==> src/rtl/lifo_stack_pkg.sv <==
// Shared types and sizing helpers for the parametrised LIFO stack.
package lifo_stack_pkg;

  typedef enum logic [1:0] {
    OP_NONE    = 2'd0,
    OP_PUSH    = 2'd1,
    OP_POP     = 2'd2,
    OP_REPLACE = 2'd3
  } op_e;

  // Occupancy needs to represent 0..depth inclusive.
  function automatic int cnt_w(input int depth);
    return $clog2(depth + 1);
  endfunction

  function automatic int addr_w(input int depth);
    return (depth > 1) ? $clog2(depth) : 1;
  endfunction

endpackage

==> src/rtl/lifo_stack_mem.sv <==
// Stack storage: one synchronous write port, two asynchronous read ports.
module lifo_stack_mem #(
  parameter int DATA_W = 8,
  parameter int DEPTH  = 16,
  parameter int AW     = 4
) (
  input  logic              clk,
  input  logic              we_i,
  input  logic [AW-1:0]     waddr_i,
  input  logic [DATA_W-1:0] wdata_i,
  input  logic [AW-1:0]     top_addr_i,
  output logic [DATA_W-1:0] top_data_o,
  input  logic [AW-1:0]     pop_addr_i,
  output logic [DATA_W-1:0] pop_data_o
);

  logic [DATA_W-1:0] mem_q [DEPTH];

  always_ff @(posedge clk) begin
    if (we_i) begin
      mem_q[waddr_i] <= wdata_i;
    end
  end

  assign top_data_o = mem_q[top_addr_i];
  assign pop_data_o = mem_q[pop_addr_i];

endmodule

==> src/rtl/lifo_stack_param.sv <==
// Parametrised LIFO stack with registered pop path, top peek, replace-top,
// occupancy/almost-full flags and sticky overflow/underflow errors.
module lifo_stack_param
  import lifo_stack_pkg::*;
#(
  parameter int  DATA_W    = 8,
  parameter int  DEPTH     = 16,
  parameter int  AF_THRESH = DEPTH - 2,
  localparam int CNT_W     = cnt_w(DEPTH)
) (
  input  logic              clk,
  input  logic              rst,
  input  logic              push_i,
  input  logic [DATA_W-1:0] push_data_i,
  input  logic              pop_i,
  input  logic              flush_i,
  input  logic              clr_err_i,
  output logic [DATA_W-1:0] pop_data_o,
  output logic              pop_valid_o,
  output logic [DATA_W-1:0] top_data_o,
  output logic [CNT_W-1:0]  count_o,
  output logic              empty_o,
  output logic              full_o,
  output logic              almost_full_o,
  output logic              overflow_o,
  output logic              underflow_o
);

  localparam int AW = addr_w(DEPTH);

  logic [CNT_W-1:0]  count_q, count_d;
  logic [DATA_W-1:0] pop_data_q, pop_data_d;
  logic              pop_valid_q, pop_valid_d;
  logic              ovf_q, ovf_d;
  logic              unf_q, unf_d;

  op_e               op;
  logic              empty, full;
  logic [CNT_W:0]    cnt_ext, top_ext;
  logic [AW-1:0]     top_addr, cnt_addr, waddr;
  logic              we;
  logic [DATA_W-1:0] rd_top, rd_pop;
  logic              unused_hi;

  assign empty = (count_q == '0);
  assign full  = (count_q == CNT_W'(DEPTH));

  always_comb begin
    case ({push_i, pop_i})
      2'b10:   op = OP_PUSH;
      2'b01:   op = OP_POP;
      2'b11:   op = OP_REPLACE;
      default: op = OP_NONE;
    endcase
  end

  // Extended by one bit so count-1 at empty stays well defined; only low bits address storage.
  assign cnt_ext   = {1'b0, count_q};
  assign top_ext   = cnt_ext - 1'b1;
  assign top_addr  = top_ext[AW-1:0];
  assign cnt_addr  = cnt_ext[AW-1:0];
  assign unused_hi = ^{top_ext[CNT_W:AW], cnt_ext[CNT_W:AW]};

  // Replace overwrites the top; push (including push+pop on empty) writes at count.
  assign waddr = (op == OP_REPLACE && !empty) ? top_addr : cnt_addr;
  assign we    = !rst && !flush_i &&
                 ((op == OP_PUSH && !full) || op == OP_REPLACE);

  lifo_stack_mem #(
    .DATA_W (DATA_W),
    .DEPTH  (DEPTH),
    .AW     (AW)
  ) u_mem (
    .clk        (clk),
    .we_i       (we),
    .waddr_i    (waddr),
    .wdata_i    (push_data_i),
    .top_addr_i (top_addr),
    .top_data_o (rd_top),
    .pop_addr_i (top_addr),
    .pop_data_o (rd_pop)
  );

  always_comb begin
    count_d     = count_q;
    pop_data_d  = pop_data_q;
    pop_valid_d = 1'b0;
    ovf_d       = clr_err_i ? 1'b0 : ovf_q;
    unf_d       = clr_err_i ? 1'b0 : unf_q;
    if (flush_i) begin
      count_d = '0;
      ovf_d   = ovf_q;
      unf_d   = unf_q;
    end else begin
      case (op)
        OP_PUSH: begin
          if (full) ovf_d = 1'b1;
          else      count_d = count_q + 1'b1;
        end
        OP_POP: begin
          if (empty) begin
            unf_d = 1'b1;
          end else begin
            pop_data_d  = rd_pop;
            pop_valid_d = 1'b1;
            count_d     = count_q - 1'b1;
          end
        end
        OP_REPLACE: begin
          if (empty) begin
            count_d = CNT_W'(1);
            unf_d   = 1'b1;
          end else begin
            pop_data_d  = rd_pop;
            pop_valid_d = 1'b1;
          end
        end
        default: ;
      endcase
    end
  end

  always_ff @(posedge clk) begin
    if (rst) begin
      count_q     <= '0;
      pop_data_q  <= '0;
      pop_valid_q <= 1'b0;
      ovf_q       <= 1'b0;
      unf_q       <= 1'b0;
    end else begin
      count_q     <= count_d;
      pop_data_q  <= pop_data_d;
      pop_valid_q <= pop_valid_d;
      ovf_q       <= ovf_d;
      unf_q       <= unf_d;
    end
  end

  assign pop_data_o    = pop_data_q;
  assign pop_valid_o   = pop_valid_q;
  assign top_data_o    = empty ? '0 : rd_top;
  assign count_o       = count_q;
  assign empty_o       = empty;
  assign full_o        = full;
  assign almost_full_o = (count_q >= CNT_W'(AF_THRESH));
  assign overflow_o    = ovf_q;
  assign underflow_o   = unf_q;

endmodule

==> config.mk <==
export PLATFORM = sky130hd
export DESIGN_NAME = lifo_stack_param
export DESIGN_NICKNAME = d
export VERILOG_FILES = /design/src/rtl/lifo_stack_pkg.sv /design/src/rtl/lifo_stack_mem.sv /design/src/rtl/lifo_stack_param.sv
export SDC_FILE = /design/constraint.sdc
export NUM_CORES = 1
export LEC_CHECK = 0
export CORE_ASPECT_RATIO = 1.4
export CORE_MARGIN = 2
export CORE_UTILIZATION = 40
export CTS_CLUSTER_DIAMETER = 80
export DETAILED_ROUTE_END_ITERATION = 12
export DONT_BUFFER_PORTS = 1
export PLACE_DENSITY_LB_ADDON = 0.1
export SLEW_MARGIN = 20
export SYNTH_ARGS = -nofsm -noshare
export SYNTH_HDL_FRONTEND = slang
export SYNTH_SLANG_ARGS = --single-unit
==> constraint.sdc <==
create_clock -name clk -period 6.5 [get_ports clk]
set_input_delay 0.325 -clock clk [delete_from_list [all_inputs] [get_ports clk]]
set_output_delay 0.325 -clock clk [all_outputs]
set_load 0.03 [all_outputs]
==> results.sh, run 1 <==
export IMPL_fp_dieH_um=152
export IMPL_crit_type="reg -> out"
export IMPL_dieArea_um2=16600
export IMPL_fin_nets=398
export IMPL_cp_required_ns=6.17
export IMPL_syn_inst=367
export IMPL_cts_sinks=144
export IMPL_htreeDepth=4
export IMPL_grt_overflow_total=0
export IMPL_cts_made_buffers=17
export IMPL_crit_chain="inv_1, ha_1, buf_4, mux4_2, mux2i_1, nand2_1, and3_1"
export IMPL_post_route_util=0.469
export IMPL_grt_pass1_vias=3403
export IMPL_synth_fp_nets=385
export IMPL_path_max_fanout=22
export IMPL_synth_area_um2=6220
export IMPL_startpoint_type="flop"
export IMPL_seq_area_frac_synth=0.670
export IMPL_cts_tree="yes"
export IMPL_viasPerCell=5.78
export IMPL_worst_pin_slew_ns=0.974
export IMPL_initial_core_util=0.411
export IMPL_layout_drive_gt1_share=0.229
export IMPL_setup_viol=0
export IMPL_holdBufCountCts=11
export IMPL_num_rows=53
export IMPL_syn_to_final_growth_pct=14.1
export IMPL_rsz0062_at_grt="false"
export IMPL_insertion_delay_ns=0.42
export IMPL_grt_pass1_wl_um=21500
export IMPL_coreArea_um2=15100
export IMPL_yosys_most_used_dff="edfxtp_1"
export IMPL_setup_ws_ns=2.42
export IMPL_chipWidth_um=109
export IMPL_r2r_end="u_mem.mem_q[13][7]"
export IMPL_hp_class="in -> reg"
export IMPL_crit_path_end_kind="output port"
export IMPL_ios=41
export IMPL_cap_viol_max_count=0
export IMPL_status="finished, final reports clean"
export IMPL_clk_pin_slew_ns=0.06
export IMPL_hold_slack_ns=0.105
export IMPL_syn_avg_cell_area_um2=16.9
export IMPL_dr_pass1_iters=4
export IMPL_r2r_start="count_o[1]"
export IMPL_synth_warnings=0
export IMPL_cts_repair_resized=0
export IMPL_place_hpwl_um=9600
export IMPL_netlist_cell_type_count=54
export IMPL_final_cells=585
export IMPL_num_vias=3381
export IMPL_preCtsSetupSlack_ns=2.61
export IMPL_synth_edf_count=128
export IMPL_cts_setup_buffers=0
export IMPL_critical_path_startpoint="count_o[1]"
export IMPL_portBuffers=0
export IMPL_vdd_drop_max_mv=0.169
export IMPL_hold_viol=0
export IMPL_max_freq_mhz=245
export IMPL_wl_per_cell_um=24.9
export IMPL_slew_headroom=0.348
export IMPL_routed_wl_um=14600
export IMPL_synth_seq_cells=144
export IMPL_cts_buffer_depth=2
export IMPL_drc_errors=0
export IMPL_num_antenna_cells=0
export IMPL_finalMaxSlewViolations=0
export IMPL_cpMaxStageDelayCell="ha_1"
export IMPL_fin_crit_sh=0.627
export IMPL_p_leak_nw=2.38
export IMPL_endpoint="top_data_o[4]"
export IMPL_root_buffer="clkbuf_16"
export IMPL_skew_ns=0.0109
export IMPL_max_stage_delay_ns=0.96
export IMPL_rrSetupSlack_ns=2.85
export IMPL_power_density_nw_per_um2=308
export IMPL_async_flop_share=0
export IMPL_grt_max_degree=42
export IMPL_setup_tns_final_ns=0
export IMPL_period_minus_slack_ns=4.08
export IMPL_reg2regPathDepth=5
export IMPL_place_inst=542
export IMPL_drt_iter0_drc=259
export IMPL_antenna_found_initial=1
export IMPL_cp_data_arrival_time_ns=3.75
export IMPL_grt_util_all_layers=0.187
export IMPL_ant_nets=0
export IMPL_routabilityCongestion=0.778
## where the power goes
group	internal (W)	leakage [nW]	switching [W]	total [W]
Combinational	0.0000614	0.811	0.000117	0.000178
Sequential	0.00101	1.28	0.0000101	0.00102
Clock	0.000579	0.290	0.000406	0.000985
Total	0.00165	2.38	0.000533	0.00219
## flip-flops by register name (all words and copies together) (netlist names)
| signal | count |
|---|---|
| u_mem.mem_q | 128 |
| pop_data_o | 8 |
| count_o | 5 |
| overflow_o | 1 |
| pop_valid_o | 1 |
| underflow_o | 1 |
## final cells by class
cell class / instances / area (µm²)
fill: 1304 / 8030
tap: 192 / 240
timing repair buffer: 16 / 148
clock inverter: 15 / 178
sequential: 144 / 4170
multi-input combinational: 194 / 1910
inverter: 7 / 26.3
clock buffer: 17 / 425
## synthesized netlist by cell type, drive strengths merged (6+ instances only)
| cell | count | area, µm² |
|---|---|---|
| nor3 | 21 | 105 |
| nor2 | 20 | 75.1 |
| nand2 | 22 | 82.6 |
| buf | 18 | 135 |
| mux4 | 32 | 721 |
| mux2i | 18 | 180 |
| inv | 7 | 26.3 |
| dfxtp | 16 | 320 |
| a211o | 8 | 70.1 |
| edfxtp | 128 | 3840 |
| and3 | 9 | 56.3 |
| a21oi | 6 | 30.0 |
## through the flow
stage | power, W | area (µm²)
4_1_cts | 0.00221 | 7080
2_1_floorplan | 0.00117 | 6220
5_1_grt | 0.00226 | 7090
3_5_place_dp | 0.00120 | 6370
6_report | 0.00219 | 7090
3_3_place_gp | 0.00120 | 6340
## cells in the final DEF (no fill, tap or decap), types with 9 or more instances in the layout
cell / netlist / layout
nor2_1: 20 / 20
and3_1: 9 / 9
nor3_1: 21 / 18
dfxtp_1: 16 / 15
clkbuf_16: 0 / 17
nand2_1: 22 / 22
edfxtp_1: 128 / 128
mux4_2: 32 / 32
dlygate4sd3_1: 0 / 11
mux2i_1: 18 / 18
## worst min path at each step
stage	start	endpoint	slack (ns)	cells past startpoint
after floorplan	rst	overflow_o	0.39	1
after detailed placement	rst	overflow_o	0.40	1
after global routing	pop_i	underflow_o	0.09	2
final	rst	count_o[0]	0.11	2
after CTS	rst	count_o[0]	0.09	2
after global placement	rst	overflow_o	0.40	1
## layer usage
layer	GRT usage	wire [µm]	vias to the layer above
met3	0.0441	581	17
li1	-	-	1509
met5	0	13	-
met1	0.224	5830	1769
met2	0.334	7940	84
met4	0.0544	217	2
## cells by family (layout without fill, tap and decap cells)
| kind of cell | Yosys count | count (layout) | synth area share |
|---|---|---|---|
| fa+ha+maj | 4 | 4 | 0.00805 |
| buf+inv | 29 | 55 | 0.0284 |
| mux | 50 | 50 | 0.145 |
| simple gates | 100 | 100 | 0.0898 |
| compound gates | 35 | 35 | 0.0465 |
| xor+xnor | 5 | 5 | 0.0125 |
| flops | 144 | 144 | 0.670 |
## critical path: cells and delay by family, from the launching register on
family / cells / cell delay, ns
buf+inv: 2 / 0.62
fa+ha+maj: 1 / 0.96
simple gates: 2 / 0.39
flops: 1 / 0.73
mux: 2 / 0.62
Power figures use the tool's default switching activity.
==> run 2: changes to the inputs <==
clock period = 3.83 ns   (was 6.5 ns; I/O delays follow)
==> results.sh, run 2 (same netlist as run 1, synthesis figures left out) <==
export IMPL_fp_dieH_um=152
export IMPL_period_minus_slack_ns=3.04
export IMPL_drt_iter0_drc=256
export IMPL_num_rows=53
export IMPL_cts_sinks=144
export IMPL_largest_reg_flops=128
export IMPL_grt_util_all_layers=0.185
export IMPL_path_buf_inv=2
export IMPL_fin_nets=407
export IMPL_cts_setup_buffers=0
export IMPL_routabilityCongestion=0.760
export IMPL_rsz0062_at_grt="false"
export IMPL_num_vias=3351
export IMPL_multi_input_area_um2=1880
export IMPL_layout_commonest_cell="edfxtp_1"
export IMPL_max_freq_mhz=329
export IMPL_grt_pass1_vias=3484
export IMPL_vdd_drop_max_mv=0.231
export IMPL_dieArea_um2=16600
export IMPL_status="finished, final reports clean"
export IMPL_regMostFlops="u_mem.mem_q"
export IMPL_max_stage_delay_ns=0.68
export IMPL_startpoint_type="flop"
export IMPL_coreArea_um2=15100
export IMPL_r2r_start="count_o[1]"
export IMPL_worst_pin_slew_ns=0.805
export IMPL_clk_pin_slew_ns=0.06
export IMPL_path_max_fanout=13
export IMPL_critical_path_startpoint="count_o[1]"
export IMPL_worstHoldStart="rst"
export IMPL_drc_errors=0
export IMPL_chipWidth_um=109
export IMPL_slew_headroom=0.461
export IMPL_grt_pass1_wl_um=21000
export IMPL_cpMaxStageDelayCell="nor2_1"
export IMPL_root_buffer="clkbuf_16"
export IMPL_layout_common_cells="128 x edfxtp_1, 32 x mux4_2, 22 x nand2_1"
export IMPL_crit_chain="inv_1, ha_1, or4b_4, inv_2, o31a_1, o2111ai_2, nor2_1"
export IMPL_place_hpwl_um=9670
export IMPL_post_route_util=0.469
export IMPL_hp_class="in -> reg"
export IMPL_grt_overflow_total=0
export IMPL_antenna_found_initial=1
export IMPL_skew_ns=0.00705
export IMPL_fill_cells=1314
export IMPL_crit_path_end_kind="flop"
export IMPL_register_area_um2=4170
export IMPL_ios=41
export IMPL_cp_top_family="simple AND/OR/NAND/NOR gates"
export IMPL_htreeDepth=4
export IMPL_routed_wl_um=14200
export IMPL_syn_to_final_growth_pct=14.2
export IMPL_insertion_delay_ns=0.41
export IMPL_ant_nets=0
export IMPL_viasPerCell=5.63
export IMPL_crit_type="reg -> reg"
export IMPL_layout_drive_gt1_share=0.236
export IMPL_cp_data_arrival_time_ns=3.08
export IMPL_initial_core_util=0.411
export IMPL_hold_viol=0
export IMPL_wl_per_cell_um=23.8
export IMPL_cts_tree="yes"
export IMPL_cts_buffer_depth=2
export IMPL_finalMaxSlewViolations=0
export IMPL_p_leak_nw=2.41
export IMPL_power_density_nw_per_um2=511
export IMPL_dr_pass1_iters=5
export IMPL_portBuffers=0
export IMPL_setup_viol=0
export IMPL_fin_crit_sh=0.794
export IMPL_cts_made_buffers=17
export IMPL_setup_tns_final_ns=0
export IMPL_cp_required_ns=3.87
export IMPL_cap_viol_max_count=0
export IMPL_cts_repair_resized=0
export IMPL_grt_max_degree=41
run 2: cell type report:
class	instances	share of cell area
Inverter	7	0.00370
Multi-Input combinational cell	194	0.265
Clock buffer	18	0.0605
Clock inverter	14	0.0199
Sequential cell	144	0.587
Antenna cell	1	0.000353
Tap cell	192	0.0338
Timing Repair Buffer	25	0.0300
run 2: worst register-to-register path: stages, from the launching register on:
cell and delay [ns]:
dfxtp_1 0.31, inv_1 0.12, ha_1 0.19, or4b_4 0.57, inv_2 0.33, o31a_1 0.26, o2111ai_2 0.20, nor2_1 0.68
run 2: metal layers:
metal  up-vias  GRT usage  part of all wire
met2       111      0.306              0.51
li1       1528          -                 -
met4         0      0.105             0.047
met1      1684      0.220              0.40
met3        28     0.0423             0.042
met5         -          0                 0
run 2: through the flow:
| step | power, W | cells | setup WS (ns) | area [µm²] | hold slack, ns |
|---|---|---|---|---|---|
| global route | 0.00375 | 595 | 0.579 | 7100 | 0.00323 |
| finish | 0.00363 | 595 | 0.790 | 7100 | 0.0118 |
| global placement | 0.00205 | 552 | 0.741 | 6420 | 0.265 |
| detailed placement | 0.00205 | 552 | 0.535 | 6420 | 0.267 |
| floorplan | 0.00199 | 367 | 0.616 | 6220 | 0.261 |
| CTS | 0.00366 | 594 | 0.524 | 7090 | 0.00109 |
run 2: where the power goes:
group	total [W]	internal [W]	switching, W
Clock	0.00158	0.000956	0.000628
Combinational	0.000307	0.000105	0.000202
Sequential	0.00173	0.00172	0.0000145
Total	0.00363	0.00278	0.000844
run 2: path summary, 6_finish.rpt:
| kind | cells past startpoint | endpoint | slack (ns) |
|---|---|---|---|
| hold / removal | 2 | count_o[0] | 0.01 |
| hold reg to reg | 2 | overflow_o | 0.60 |
| setup / recovery | 7 | u_mem.mem_q[10][3] | 0.79 |
| setup reg to reg | 7 | u_mem.mem_q[10][3] | 0.79 |
run 2: what timing repair did:
item | in CTS | in global routing
hold buffers | 10 | 0
hold endpoints to repair | 130 | 0
endpoints found under the setup margin | 0 | 0
